[config.mk]
export PLATFORM = sky130hd
export DESIGN_NAME = anti_theft_ctrl
export DESIGN_NICKNAME = d
export VERILOG_FILES = /design/src/rtl/anti_theft_ctrl.sv
export SDC_FILE = /design/constraint.sdc
export NUM_CORES = 1
export LEC_CHECK = 0
export ABC_AREA = 0
export CAP_MARGIN = 25
export CORE_AREA = 4 4 48 50
export DETAILED_ROUTE_END_ITERATION = 10
export DIE_AREA = 0 0 52 54
export HOLD_SLACK_MARGIN = 0.05
export PLACE_DENSITY = 0.76
export RECOVER_POWER = 100
export SETUP_SLACK_MARGIN = 0.2
export SKIP_LAST_GASP = 1
export SLEW_MARGIN = 30
export SYNTH_ARGS = -nofsm -noshare
export SYNTH_HDL_FRONTEND = slang
export SYNTH_SLANG_ARGS = --single-unit
[constraint.sdc]
create_clock -name clock -period 3.1 [get_ports clock]
set_clock_uncertainty 0.1 [all_clocks]
set_input_delay 0.465 -clock clock [delete_from_list [all_inputs] [get_ports clock]]
set_output_delay 0.465 -clock clock [all_outputs]
set_load 0.02 [all_outputs]
[src/rtl/anti_theft_ctrl.sv]
// Vehicle anti-theft controller: arm/trigger/alarm sequencing with a
// one-second countdown timer fed by an external time-parameter block.
// The parameter block registers 'value' one clock after 'interval' changes.
// For that reason 'interval' shows the newly selected parameter in the
// same clock the transition is decided. The counter can then load the
// matching delay on the clock after the state change.
module anti_theft_ctrl (
   input  logic       clock,
   input  logic       reset,
   input  logic       ignition,
   input  logic       door_driver,
   input  logic       door_pass,
   input  logic       reprogram,
   input  logic       one_hz_enable,
   input  logic [3:0] value,
   output logic [1:0] interval,
   output logic       siren,
   output logic       status,
   output logic [2:0] fsm_state
);

   typedef enum logic [2:0] {
      ARMED      = 3'b000,
      TRIGGERED  = 3'b001,
      ALARM      = 3'b010,
      DISARMED   = 3'b011,
      WAIT_DOOR  = 3'b100,
      WAIT_CLOSE = 3'b101,
      ARM_DELAY  = 3'b110,
      UNUSED     = 3'b111
   } state_t;

   localparam logic [1:0] SEL_ARM    = 2'b00;
   localparam logic [1:0] SEL_DRIVER = 2'b01;
   localparam logic [1:0] SEL_PASS   = 2'b10;
   localparam logic [1:0] SEL_ALARM  = 2'b11;

   state_t     state;
   state_t     state_next;
   logic [1:0] interval_reg;
   logic [1:0] interval_next;
   logic [3:0] counter;
   logic       load_pending;
   logic       start_timer;
   logic       door_open;
   logic       timed;
   logic       expired;

   // Timer status: expiry is only meaningful once the delay has been loaded
   always_comb begin
      door_open = door_driver | door_pass;
      timed     = (state == TRIGGERED) || (state == ALARM) || (state == ARM_DELAY);
      expired   = timed && !load_pending && (counter == 4'd0);
   end

   // Next-state, parameter select and timer-start decision
   always_comb begin
      state_next    = state;
      interval_next = interval_reg;
      start_timer   = 1'b0;
      if (reprogram) begin
         state_next    = ARMED;
         interval_next = SEL_ARM;
      end else begin
         case (state)
            ARMED: begin
               if (ignition) begin
                  state_next = DISARMED;
               end else if (door_driver) begin
                  state_next    = TRIGGERED;
                  interval_next = SEL_DRIVER;
                  start_timer   = 1'b1;
               end else if (door_pass) begin
                  state_next    = TRIGGERED;
                  interval_next = SEL_PASS;
                  start_timer   = 1'b1;
               end
            end
            TRIGGERED: begin
               if (ignition) begin
                  state_next = DISARMED;
               end else if (expired) begin
                  state_next    = ALARM;
                  interval_next = SEL_ALARM;
                  start_timer   = 1'b1;
               end
            end
            ALARM: begin
               if (ignition) begin
                  state_next = DISARMED;
               end else if (expired) begin
                  state_next = ARMED;
               end
            end
            DISARMED: begin
               if (!ignition) begin
                  state_next = WAIT_DOOR;
               end
            end
            WAIT_DOOR: begin
               if (door_driver) begin
                  state_next = WAIT_CLOSE;
               end else if (ignition) begin
                  state_next = DISARMED;
               end
            end
            WAIT_CLOSE: begin
               // Ignition wins so a driver starting the car never begins arming
               if (ignition) begin
                  state_next = DISARMED;
               end else if (!door_open) begin
                  state_next    = ARM_DELAY;
                  interval_next = SEL_ARM;
                  start_timer   = 1'b1;
               end
            end
            ARM_DELAY: begin
               if (door_open) begin
                  state_next = WAIT_CLOSE;
               end else if (ignition) begin
                  state_next = DISARMED;
               end else if (expired) begin
                  state_next = ARMED;
               end
            end
            default: begin
               state_next = ARMED;
            end
         endcase
      end
   end

   // Parameter select is forced to the arm delay while reset is held
   always_comb begin
      interval = reset ? interval_next : SEL_ARM;
   end

   assign fsm_state = state;

   // State and parameter-select registers
   always_ff @(posedge clock or negedge reset) begin
      if (!reset) begin
         state        <= ARMED;
         interval_reg <= SEL_ARM;
      end else begin
         state        <= state_next;
         interval_reg <= interval_next;
      end
   end

   // Countdown timer: load one clock after a start, frozen while an alarm door is open
   always_ff @(posedge clock or negedge reset) begin
      if (!reset) begin
         counter      <= 4'd0;
         load_pending <= 1'b0;
      end else if (reprogram) begin
         counter      <= 4'd0;
         load_pending <= 1'b0;
      end else if (start_timer) begin
         load_pending <= 1'b1;
      end else if ((state == ALARM) && door_open) begin
         counter      <= value;
         load_pending <= 1'b1;
      end else if (load_pending) begin
         counter      <= value;
         load_pending <= 1'b0;
      end else if (one_hz_enable && (counter != 4'd0)) begin
         counter <= counter - 4'd1;
      end
   end

   // Registered siren and status LED, derived from the state being entered
   always_ff @(posedge clock or negedge reset) begin
      if (!reset) begin
         siren  <= 1'b0;
         status <= 1'b0;
      end else begin
         siren <= (state_next == ALARM);
         case (state_next)
            ARMED:           status <= (state == ARMED) ? (status ^ one_hz_enable) : 1'b0;
            TRIGGERED, ALARM: status <= 1'b1;
            default:         status <= 1'b0;
         endcase
      end
   end

endmodule

==> flow_summary_export.csv <==
group,metric,value,unit
run_status,status,"finished, final reports clean",
yosys,synth_top_family_by_area,"compound AO/OA/AOI/OAI gates",
cts,clock_sinks,12,
floorplan,die_x,52,um
sta,min_period,2.99,ns
place,dp.cells,163,
cts,clockRootBuffer,"clkbuf_4",
yosys,yosysTopAreaCell,"dfrtp_1",
routing,wl_per_cell,14.5,um
finish,fin_nets,154,
worst_setup_path,cp-end-kind,"output pin",
sta,rsz0062_at_grt,"yes",
place,hpwl,1980,um
grt,overflow,0,
yosys,synthSimpleGateAreaFrac,0.273,
routing,drc_errors,0,
yosys,synthFlopType,"dfrtp_1",
grt,grt_pass1_vias,923,
finish,finalInstanceArea,1310,sq um
finish,layout_commonest_cell,"buf_4",
sta,slew_violations,0,
worst_setup_path,reg2reg_to,"counter[0]$_DFFE_PN0P_",
grt,grt_max_degree,13,
finish,drive_above_1_share,0.255,
yosys,synthesis.area,917,sq um
sta,timing.slew.headroom,0.579,
cts,clk_latency,0.28,ns
routing,dr.first_iter.drc_count,22,
worst_setup_path,critPathMaxStageDelay,0.46,ns
yosys,synthDistinctLibCells,45,
finish,instances_no_fill,168,
yosys,synth_adder_area_share,0.0136,
worst_setup_path,rr_worst_depth,8,
yosys,yosys_register_bits,12,
worst_setup_path,path_class,"flop to output pin",
floorplan,start_util,0.482,
grt,globalRouteTotalUtil,0.196,
cts,path_clk_slew,0.07,ns
routing,vias_per_cell,5.82,
power,peakVddDrop,437,uV
cts,cts_inserted_buffers,3,
sta,period_share,0.965,
cts,cts_max_level,1,
worst_setup_path,crit_buf_inv,2,
floorplan,core,1900,sq um
worst_setup_path,r2r_slack,0.78,ns
floorplan,num_io_pins,18,
floorplan,die_y,54,um
cts,clk_path_buf_depth,2,
worst_setup_path,crit_cells,8,
power,finalPower,835,uW
worst_setup_path,crit_path_frequent_cell,"and2_4",
yosys,ys_seq_area_frac,0.327,
sta,fmax,0.334,GHz
worst_setup_path,reg2reg_from,"counter[0]$_DFFE_PN0P_",
sta,setup_viol,0,
finish,mostFrequentLayoutCells,"buf_4, clkdlybuf4s50_1, dfrtp_1, o21ai_0",
worst_setup_path,crit_chain,"inv_1 -> ha_1 -> or4b_4 -> or4_4 -> and2_4 -> o41ai_4 -> and2_4 -> buf_6",
yosys,synth-compound-area-share,0.321,
grt,antenna_found_initial,0,
sta,tightest_slew,0.632,ns
power,p_per_area,638,nW/um^2
yosys,synthArstFlopShare,1.00,
routing,vias,978,
floorplan,dieArea,2810,sq um
sta,timing.hold.ws,0.315,ns
yosys,synth_edf_count,0,
routing,drt_wl_total,2440,um
place,gp_congestion,0.893,
routing,ant_nets,0,
sta,finalSetupTns,0,ns
worst_setup_path,required,2.53,ns
yosys,ys_warn_count,0,
finish,fin_util,0.688,
place,pre_cts_slack,-0.126,ns
yosys,synth_xor_area_frac,0.00955,
cts,cts_tree,"built",
min_path,hp-class,"input pin to async pin",
worst_setup_path,start_kind,"flop",
worst_setup_path,critPathTopFamily,"simple AND/OR/NAND/NOR gates",
job,cap_violations,0,
power,leakage,0.565,nW
routing,first_pass_iters,4,
place,dpl_cell_area,1240,sq um
cts,holdBufCountCts,0,
finish,area_growth,42.7,%
yosys,synth.avg_cell_area,8.57,sq um
sta,hold_violations,0,
yosys,synth_nets,119,
yosys,muxShareOfSynthArea,0.0109,
yosys,yosys-top-cells-area,"dfrtp_1, o21ai_0, nand2b_1",
worst_setup_path,cp_slowest_cell,"or4b_4",
finish,antenna_cells,0,
floorplan,fp-row-count,16,
place,portBuffers,17,
yosys,synth_top_area_frac,0.327,
worst_setup_path,path_max_fanout,2,
grt,grt_pass1_wl,4040,um
yosys,synth_cells,107,
sta,finalWorstSetupSlack,0.108,ns
finish,largest_register_ffs,4,
worst_setup_path,worstPathArrival,2.43,ns
## report_power, final
group	internal [mW]	total, mW	switching, mW
sequential	0.200	0.234	0.0333
clock	0.0714	0.125	0.0534
combinational	0.247	0.477	0.230
## kinds of logic (layout without fill, tap and decap cells)
logic type	count (synthesis)	after routing
mux	1	1
compound gates	41	41
simple gates	40	40
buf+inv	11	45
fa+ha+maj	1	1
xor+xnor	1	1
flops	12	12
## final cells by class
cell class,count,area [sq um]
clock buffer,4,36.3
fill,159,593
inverter,4,15.0
multi-input combinational,84,601
sequential,12,300
tap,27,33.8
timing repair buffer,37,323
## per-layer routing
metal | vias up | GRT usage | wire length, um
met2 | 24 | 0.351 | 1270
met1 | 468 | 0.232 | 1020
met4 | 0 | 0.100 | 28
li1 | 482 | - | -
met5 | - | 0 | 0
met3 | 4 | 0.0194 | 122
## cell usage after synthesis (2+ instances only)
master and number:
nand2_1 2, nor4_1 2, clkbuf_1 6, nand2b_1 5, nor2b_1 4, o2bb2ai_1 2, nor2_1 5, nor3_1 5
a31oi_1 4, a21o_1 2, nand3_1 3, nor4b_1 2, o21ai_0 9, o22ai_1 2, nor3b_1 2, inv_1 4
and2_1 4, o31ai_1 4, a21oi_1 3, dfrtp_1 12
## how the worst max path moves through the flow
stage               slack (ns)          end                    from
global route            -0.009  interval[1]  counter[0]$_DFFE_PN0P_
global placement         -0.11  interval[1]               door_pass
finish                    0.11  interval[1]  counter[0]$_DFFE_PN0P_
detailed placement       -0.13  interval[1]  counter[0]$_DFFE_PN0P_
floorplan                 0.40  interval[1]  counter[0]$_DFFE_PN0P_
CTS                       0.07  interval[1]  counter[0]$_DFFE_PN0P_
## timing repair
| action | CTS | global route |
|---|---|---|
| buffers inserted | 0 | 1 |
| resized for setup | 13 | 4 |
| setup endpoints to repair | 2 | 2 |
| pin swaps | 2 | 2 |
Note: power is estimated with default switching activity, not from simulation.
